==> config.mk <==
export PLATFORM = sky130hd
export DESIGN_NAME = fetch_stage
export DESIGN_NICKNAME = d
export VERILOG_FILES = /design/src/rtl/riscv_pkg.sv /design/src/rtl/fetch_stage.sv
export SDC_FILE = /design/constraint.sdc
export NUM_CORES = 1
export LEC_CHECK = 0
export CORE_UTILIZATION = 27
export CTS_BUF_LIST = sky130_fd_sc_hd__clkbuf_8
export DETAILED_ROUTE_END_ITERATION = 8
export GPL_ROUTABILITY_DRIVEN = 0
export PLACE_DENSITY_LB_ADDON = 0.25
export SETUP_SLACK_MARGIN = 0.15
export SLEW_MARGIN = 10
export SYNTH_ARGS = -nofsm -noshare
export SYNTH_HDL_FRONTEND = slang
export SYNTH_SLANG_ARGS = --single-unit
==> constraint.sdc <==
create_clock -name clk -period 2.2 [get_ports clk]
set_clock_uncertainty 0.15 [all_clocks]
set_input_delay 0.44 -clock clk [delete_from_list [all_inputs] [get_ports clk]]
set_output_delay 0.44 -clock clk [all_outputs]
set_load 0.03 [all_outputs]
==> src/rtl/riscv_pkg.sv <==
// ----------------------------------------------------------------------------
// riscv
//   Shared rv32 pipeline types and constants.
//     pc_t    : word address into instruction memory (512 words)
//     ir_t    : raw 32-bit instruction word
//     data_t  : memory data word
//     NOP     : canonical no-op (addi x0, x0, 0)
//     INIT_PC : word address fetched first out of reset
// ----------------------------------------------------------------------------
package riscv;

    typedef logic [8:0]  pc_t;
    typedef logic [31:0] ir_t;
    typedef logic [31:0] data_t;

    localparam ir_t NOP     = 32'h0000_0013;
    localparam pc_t INIT_PC = 9'h000;

endpackage

==> src/rtl/fetch_stage.sv <==
// ----------------------------------------------------------------------------
// fetch_stage
//   Instruction fetch for the rv32 pipeline. Owns the program counter, drives
//   a synchronous (1-cycle latency) instruction memory and presents the
//   fetched word, its pc and a valid flag to decode. A killed slot reads as
//   NOP.
//
//   Build option FETCH_HOLD_EN:
//     undefined : the memory output is assumed to hold while imem_en=0, so
//                 the instruction is always taken straight from imem_data.
//     defined   : a small run/hold FSM captures the instruction when a stall
//                 begins and replays it until the stall ends, so the memory
//                 output may change freely while stalled.
//
//   Ports
//     clk          in   clock, all state on rising edge
//     reset        in   synchronous, active-high
//     stall        in   hold pc and the decode-facing output
//     flush        in   kill the instruction arriving at decode next cycle
//     redirect     in   taken branch / jump from execute
//     redirect_pc  in   target word address when redirect=1
//     imem_en      out  memory read enable
//     imem_addr    out  read word address (combinational next pc)
//     imem_data    in   read data, valid the cycle after imem_en=1
//     id_ir        out  instruction to decode
//     id_pc        out  word address of id_ir
//     id_valid     out  id_ir is a live instruction
// ----------------------------------------------------------------------------
module fetch_stage
    import riscv::*;
(
    input  logic  clk,
    input  logic  reset,
    input  logic  stall,
    input  logic  flush,
    input  logic  redirect,
    input  pc_t   redirect_pc,
    output logic  imem_en,
    output pc_t   imem_addr,
    input  data_t imem_data,
    output ir_t   id_ir,
    output pc_t   id_pc,
    output logic  id_valid
);

    pc_t  pc_q,    pc_d;
    logic valid_q, valid_d;
    ir_t  instr_src;

    // Next-pc mux. During reset INIT_PC is presented to the memory so its
    // word is already on imem_data in the first cycle after release.
    always_comb begin
        pc_d = pc_q + pc_t'(1);
        if (reset) begin
            pc_d = INIT_PC;
        end else if (redirect) begin
            pc_d = redirect_pc;
        end else if (stall) begin
            pc_d = pc_q;
        end
    end

    assign imem_addr = pc_d;
    assign imem_en   = reset | redirect | ~stall;

    // flush outranks redirect and stall; a stall keeps a killed slot killed.
    always_comb begin
        valid_d = 1'b1;
        if (reset) begin
            valid_d = 1'b1;
        end else if (flush) begin
            valid_d = 1'b0;
        end else if (redirect) begin
            valid_d = 1'b1;
        end else if (stall) begin
            valid_d = valid_q;
        end
    end

    always_ff @(posedge clk) begin
        if (reset) begin
            pc_q    <= INIT_PC;
            valid_q <= 1'b1;
        end else begin
            pc_q    <= pc_d;
            valid_q <= valid_d;
        end
    end

`ifdef FETCH_HOLD_EN
    // state  | meaning
    // S_RUN  | instruction comes straight from imem_data
    // S_HOLD | stalled; instruction replayed from hold_q
    typedef enum logic {S_RUN, S_HOLD} state_e;

    state_e state_q, state_d;
    ir_t    hold_q,  hold_d;

    always_comb begin
        state_d   = state_q;
        hold_d    = hold_q;
        instr_src = ir_t'(imem_data);
        case (state_q)
            S_RUN: begin
                // First stalled cycle: imem_data is still good, grab it
                // before the memory is clocked with imem_en=0.
                if (stall && !redirect && !flush) begin
                    state_d = S_HOLD;
                    hold_d  = ir_t'(imem_data);
                end
            end
            S_HOLD: begin
                instr_src = hold_q;
                if (!stall || redirect || flush) begin
                    state_d = S_RUN;
                end
            end
            default: begin
                state_d = S_RUN;
            end
        endcase
    end

    always_ff @(posedge clk) begin
        if (reset) begin
            state_q <= S_RUN;
            hold_q  <= NOP;
        end else begin
            state_q <= state_d;
            hold_q  <= hold_d;
        end
    end
`else
    assign instr_src = ir_t'(imem_data);
`endif

    assign id_pc    = pc_q;
    assign id_valid = valid_q;
    assign id_ir    = valid_q ? instr_src : NOP;

endmodule
==> metrics.cfg, run 1 <==
[outcome]
status=finished, violations left
failed_checks=design-rule violations, negative setup slack

[floorplan]
core_sq_um=2830
pin_count=98
die_x_um=57.1
chipHeight_um=57.1
start_util=0.290
rows=19
die-area_sq_um=3260

[placement]
post-place-ws_ps=-526
io_buffers=97
place_hpwl_um=2860

[timing]
rsz0062_at_grt=yes
tightestPinTransition_ps=438
final.min_clock_period_ps=2280
hold_violations=0
setup_viol=4
setup_slack_ps=-75.0
slew_viol_final=0
fin_setup_tns_ps=-202
fmax_mhz=440
slew_headroom=0.705
min_period_over_period=1.03

[global_routing]
grtUsageTotal=0.235
grt-ovfl-total=0
grt_max_degree=28
antenna_found_initial=0
grt_pass1_wl_um=5900
grt_pass1_vias=1262

[clocking]
cts_buffers=3
path_clk_slew_ps=50
cts_tree=built
htreeDepth=1
cts_num_sinks=10
clockBufferDepth=2
worstSkewPairLatency_ps=250
hold_buffers=0
root_buffer=clkbuf_8

[synth]
synth_seq_area_share=0.244
synth_fp_nets=153
synth_warnings=0
syn_area_sq_um=821
synth.area.top_cells=dfxtp_1 24%, and2_1 22%, a211oi_1 4.6%
synth.avg_cell_area_sq_um=7.74
synth_top_area_frac=0.244
ys_seq_elements=10
netlist_instances=106
yosys.cell_types.count=30
synth_top_area_cell=dfxtp_1

[worst_setup_path]
critPathRequiredTime_ps=1610
ff2ff_setup_slack_ps=340
critPathCaptureType=primary output
crit_arrival_ps=1690
crit_path_max_fanout=3
worst_setup_path_start_kind=register
critical_path_class=reg -> out

[final_layout]
seq_area_sq_um=219
area_growth_pct=168
drive_gt1_frac=0.470
multi_input_area_sq_um=757
final_nets=278
fillCellCount=190
antenna_cells=0

[route]
route.detailed.drc=20
route.vias.total=1298
vias_per_cell=4.97
routed_wl_um=3970
wl_per_cell_um=15.2
ant_nets=0
dr.first_iter.drc_count=55
dr.pass1.iters=6

[flow_run]
drv_cap=0

[power]
p_leak_nw=0.951
power_density_nw_per_um2=418
ir_drop_mv=0.382

[hold_path]
worst_hold_path_type=reg -> reg

-- report_power, final --
group / switching [W] / total [W] / internal (W)
clock: 0.0000830 / 0.000206 / 0.000123
sequential: 0.0000199 / 0.000215 / 0.000195
combinational: 0.000253 / 0.000499 / 0.000246
total: 0.000355 / 0.000919 / 0.000564
-- final cells by class --
cell class                 count  share of cell area
sequential                    10              0.0995
timing repair buffer         127               0.513
multi-input combinational     87               0.344
tap                           31              0.0176
clock buffer                   3              0.0188
clock inverter                 1             0.00171
inverter                       2             0.00569
-- state kept, by name, summed over array words and instances (netlist names) --
register and count:
id_pc 9, id_valid 1
-- metrics by stage --
step / cells / hold WS [ps] / power, W / util / area, sq um
after floorplan: 106 / 385 / 0.000450 / - / 930
after global placement: 244 / 405 / 0.000667 / 0.684 / 1940
after detailed placement: 244 / 421 / 0.000676 / 0.684 / 1940
after CTS: 255 / 455 / 0.000905 / 0.751 / 2130
after global routing: 261 / 493 / 0.000957 / 0.778 / 2200
final: 261 / 464 / 0.000919 / 0.778 / 2200
-- critical path, stage by stage (launching register included) --
cell and delay [ps]:
dfxtp_4 360, buf_6 100, nand4b_4 90, or3_4 410, a311oi_4 300, buf_6 170
-- final timing paths --
kind             from      endpoint  depth (start not counted)
max reg2reg  id_pc[1]      id_pc[6]                          6
min          id_pc[8]      id_pc[8]                          2
min reg2reg  id_pc[8]      id_pc[8]                          2
max          id_pc[0]  imem_addr[7]                          5
-- routing by layer --
| layer | up-vias | routed length (um) | track usage |
|---|---|---|---|
| li1 | 627 | - | - |
| met3 | 9 | 335 | 0.0567 |
| met4 | 0 | 78 | 0.0976 |
| met5 | - | 0 | 0 |
| met2 | 66 | 2150 | 0.432 |
| met1 | 596 | 1410 | 0.257 |
-- kinds of logic (layout without fill, tap and decap cells) --
group,after synthesis,in the layout,share of synthesized area
DFF,10,10,0.244
AOI/OAI and AO/OA,22,22,0.195
and+or+nand+nor,60,60,0.457
xor gates and xnor gates,3,3,0.0320
adders and majority gates,1,1,0.0152
buffers and inverters,9,133,0.0427
muxes,1,1,0.0137
-- cell usage in the layout (no fill, tap or decap), types with 2 or more instances in the layout --
master           count
dfxtp_1              3
dfxtp_2              3
a21oi_1              4
or3_4                3
a311oi_1             2
buf_4               61
buf_6                9
clkbuf_8             3
and2_1              29
nor2_1               7
a311oi_4             2
a211oi_2             3
a211oi_1             2
buf_2                2
nand2_1              5
o21ai_1              3
clkdlybuf4s50_1     51
inv_1                2
dlygate4sd2_1        2
nand2b_1             3
dfxtp_4              4
-- cell usage after synthesis --
cell and n:
nand3_1 1, nand2_1 5, xor2_1 1, and4_1 1
a31oi_1 2, nand4_1 1, buf_1 1, nor2b_1 1
nand4b_1 1, dfxtp_1 10, inv_1 2, o21ai_0 4
or3b_2 1, and3b_1 1, a21oi_1 5, nor4_1 2
nor2_1 8, buf_2 1, a2111oi_2 2, ha_1 1
or3_1 3, and4bb_1 1, nand2b_1 4, xnor2_1 2
a311oi_1 4, and2_1 29, a211oi_1 5, mux2_2 1
clkbuf_1 5, nand4b_4 1
-- what timing repair did --
item	in CTS	in global routing
gates resized for setup	36	10
cloned	0	0
setup endpoints to repair	10	8
pin swaps	10	9
buffers inserted	7	6
endpoints found under the hold margin	0	0
Note: power is estimated with default switching activity, not from simulation.
==> inputs of run 2 (changes only) <==
- SLEW_MARGIN: 10 -> unset
==> results of run 2 <==
The final DEF is identical to that of run 1; final timing and power are the same.
==> patch (config.mk and constraints of run 1) <==
Build with the macro `FETCH_HOLD_EN` defined.
--- a/src/rtl/fetch_stage.sv
+++ b/src/rtl/fetch_stage.sv
@@ -26,6 +26,8 @@
 //     id_pc        out  word address of id_ir
 //     id_valid     out  id_ir is a live instruction
 // ----------------------------------------------------------------------------
+`define FETCH_HOLD_EN
+
 module fetch_stage
     import riscv::*;
 (
Function: changed (a bounded check fails within 4 cycles, from zero or initial values and one cycle with reset high).
==> patch against run 1 <==
  * The flow finishes with violations (setup timing)
  * Power up 140%
  * Worst hold slack got worse by 0.16 ns
  * Wire length up 61%
  * Critical path depth is the same
  * Maximum frequency is 5.2% lower
  * Final area up 72%
  * Synthesized area rose to 2.8 times the old value
  * Setup slack lost 0.13 ns
  * Sequential cell count is 33 higher
==> patch: results (changes against run 1) <==
\begin{tabular}{lr}
\hline
Metric & Value \\
\hline
\multicolumn{2}{l}{\textbf{Detailed routing}} \\
\quad Via count of the routed design & 2319 (+79\%) \\
\quad Number of DRC violations after detailed-routing iteration 0 & 47 (-15\%) \\
\multicolumn{2}{l}{\textbf{Power and ir drop}} \\
\quad IR Drop Worst-Case VDD & 0.0003611 V (-5.4\%) \\
\multicolumn{2}{l}{\textbf{Hold path}} \\
\quad Hold Crit Start & hold\_q[11]\$\_SDFFE\_PP0P\_ \\
\quad Worst hold path depth & 2 (unchanged) \\
\multicolumn{2}{l}{\textbf{Clock tree}} \\
\quad Clock buffers created by TritonCTS & 5 (+2) \\
\quad Clock H-tree levels & 2 (+1) \\
\quad Clock latency reported for the late side of the worst-skew pair & 0.28 ns (+0.03 ns) \\
\quad Clock transition time at the flip-flop clock pins of the worst setup and hold paths & 0.07 ns (+0.02 ns) \\
\multicolumn{2}{l}{\textbf{Logic synthesis}} \\
\quad Top cells by area, synth & dfxtp\_1 38\%, mux2i\_1 14\%, nand2\_1 12\% \\
\quad Most frequent cells after synthesis & 73 x nand2\_1, 43 x dfxtp\_1, 34 x a21oi\_1, 32 x mux2i\_1, 30 x nor2b\_1 \\
\quad Area share of the largest cell type after synthesis & 0.3774 (+0.1335) \\
\quad Number of distinct library cell variants in the gate-level netlist after synthesis & 26 (-13\%) \\
\quad Proportion of synthesized chip area in sequential cells & 0.3774 (+0.1335) \\
\multicolumn{2}{l}{\textbf{Global routing}} \\
\quad First-pass GRT wire length & 9970 µm (+69\%) \\
\quad GRT Util Overall & 0.1436 (-0.09151) \\
\quad Largest net degree at the start of global routing & 27 (-3.6\%) \\
\quad Via count of the first global-routing pass & 2037 (+61\%) \\
\multicolumn{2}{l}{\textbf{Outcome}} \\
\quad Outcome & finished with violations \\
\quad Violations in the final reports & setup timing \\
\multicolumn{2}{l}{\textbf{Setup path}} \\
\quad Startpoint of the most critical register-to-register path & state\_q\$\_SDFF\_PP0\_ \\
\quad Worst path arrival time & 1.81 ns (+0.12 ns) \\
\quad Reg2reg path depth & 5 (-1) \\
\quad Largest fanout on the critical path & 5 (+2) \\
\multicolumn{2}{l}{\textbf{STA}} \\
\quad Post-route worst setup slack & -0.2010 ns (-0.1260 ns) \\
\quad Final-report setup violation count & 6 (+2) \\
\multicolumn{2}{l}{\textbf{Cells and area}} \\
\quad Share of final-layout standard cells stronger than drive strength 1 & 0.2950 (-0.1746) \\
\quad Largest register FFs & 32 (+23) \\
\multicolumn{2}{l}{\textbf{Placed design}} \\
\quad Area after DPL & 3536 µm² (+83\%) \\
\quad Detailed placer's ending HPWL & 4551 µm (+59\%) \\
\quad Pre-CTS setup slack & -0.5135 ns (+0.01252 ns) \\
\hline
\end{tabular}
patch: cell count changes in the layout (fill, tap and decap cells not counted), sizes merged, moves of 29 or more:
cell,run 1,this run
and2,29,0
dfxtp,10,43
nor2b,1,30
nand2,5,73
mux2i,0,32
a21oi,5,34
patch: layer usage:
metal	share of wire	GRT usage	vias up
li1	-	-	1183
met1	0.46	0.1895	1065
met2	0.46	0.2330	69
met3	0.077	0.04126	2
met4	0.0041	0.02692	0
met5	0	0	-
patch: cell type report:
| class | count | area, µm² |
|---|---|---|
| Clock buffer | 5 | 68.82 |
| Clock inverter | 3 | 63.81 |
| Fill cell | 799 | 4394 |
| Inverter | 2 | 11.26 |
| Multi-Input combinational cell | 216 | 1478 |
| Sequential cell | 43 | 878.3 |
| Tap cell | 105 | 131.4 |
| Timing Repair Buffer | 130 | 1145 |
| Timing Repair inverter | 1 | 5.005 |
patch: worst paths after layout:
kind	to	slack [ns]
worst max-delay path	imem_addr[6]	-0.20
worst min-delay path	hold_q[11]$_SDFFE_PP0P_	0.30
worst max register to register	hold_q[5]$_SDFFE_PP0P_	0.50
worst min register to register	hold_q[11]$_SDFFE_PP0P_	0.30
patch: worst register-to-register path: cells and delay by family (launching register included):
| kind | cells | cell delay, ns |
|---|---|---|
| and+or+nand+nor | 2 | 0.64 |
| AOI/OAI and AO/OA | 1 | 0.06 |
| DFF | 1 | 0.34 |
| buffers and inverters | 2 | 0.39 |
patch: logic make-up after synthesis:
kind of cell,Yosys count,share of synthesized area
AO/OA/AOI/OAI,53,0.1338
XOR/XNOR,4,0.01536
adder cells (fa/ha/maj),1,0.005485
buffers and inverters,23,0.05485
flip-flops,43,0.3774
multiplexers,33,0.1454
AND/OR/NAND/NOR,125,0.2677
patch: through the flow:
| step | power, mW | TNS, ns | instances |
|---|---|---|---|
| after detailed placement | 1.461 | -6.498 | 493 |
| final | 2.163 | -0.6113 | 505 |
| after global routing | 2.269 | -1.157 | 505 |
| after floorplan | 1.185 | -0.004575 | 282 |
| after CTS | 2.191 | -0.9133 | 503 |
| after global placement | 1.457 | -5.598 | 493 |
patch: report_power, final:
group	leakage [nW]	internal [mW]	switching, mW
sequential	0.355	0.812	0.0260
clock	0.0695	0.449	0.258
combinational	1.02	0.285	0.332
total	1.44	1.55	0.616
patch: repair_timing:
item / in CTS / in global routing
cloned: 1 / 0
buffers inserted: 1 / 2
setup endpoints to repair: 10 / 22
pin swaps: 11 / 7
hold buffers: 0 / 0
resized for setup: 27 / 10
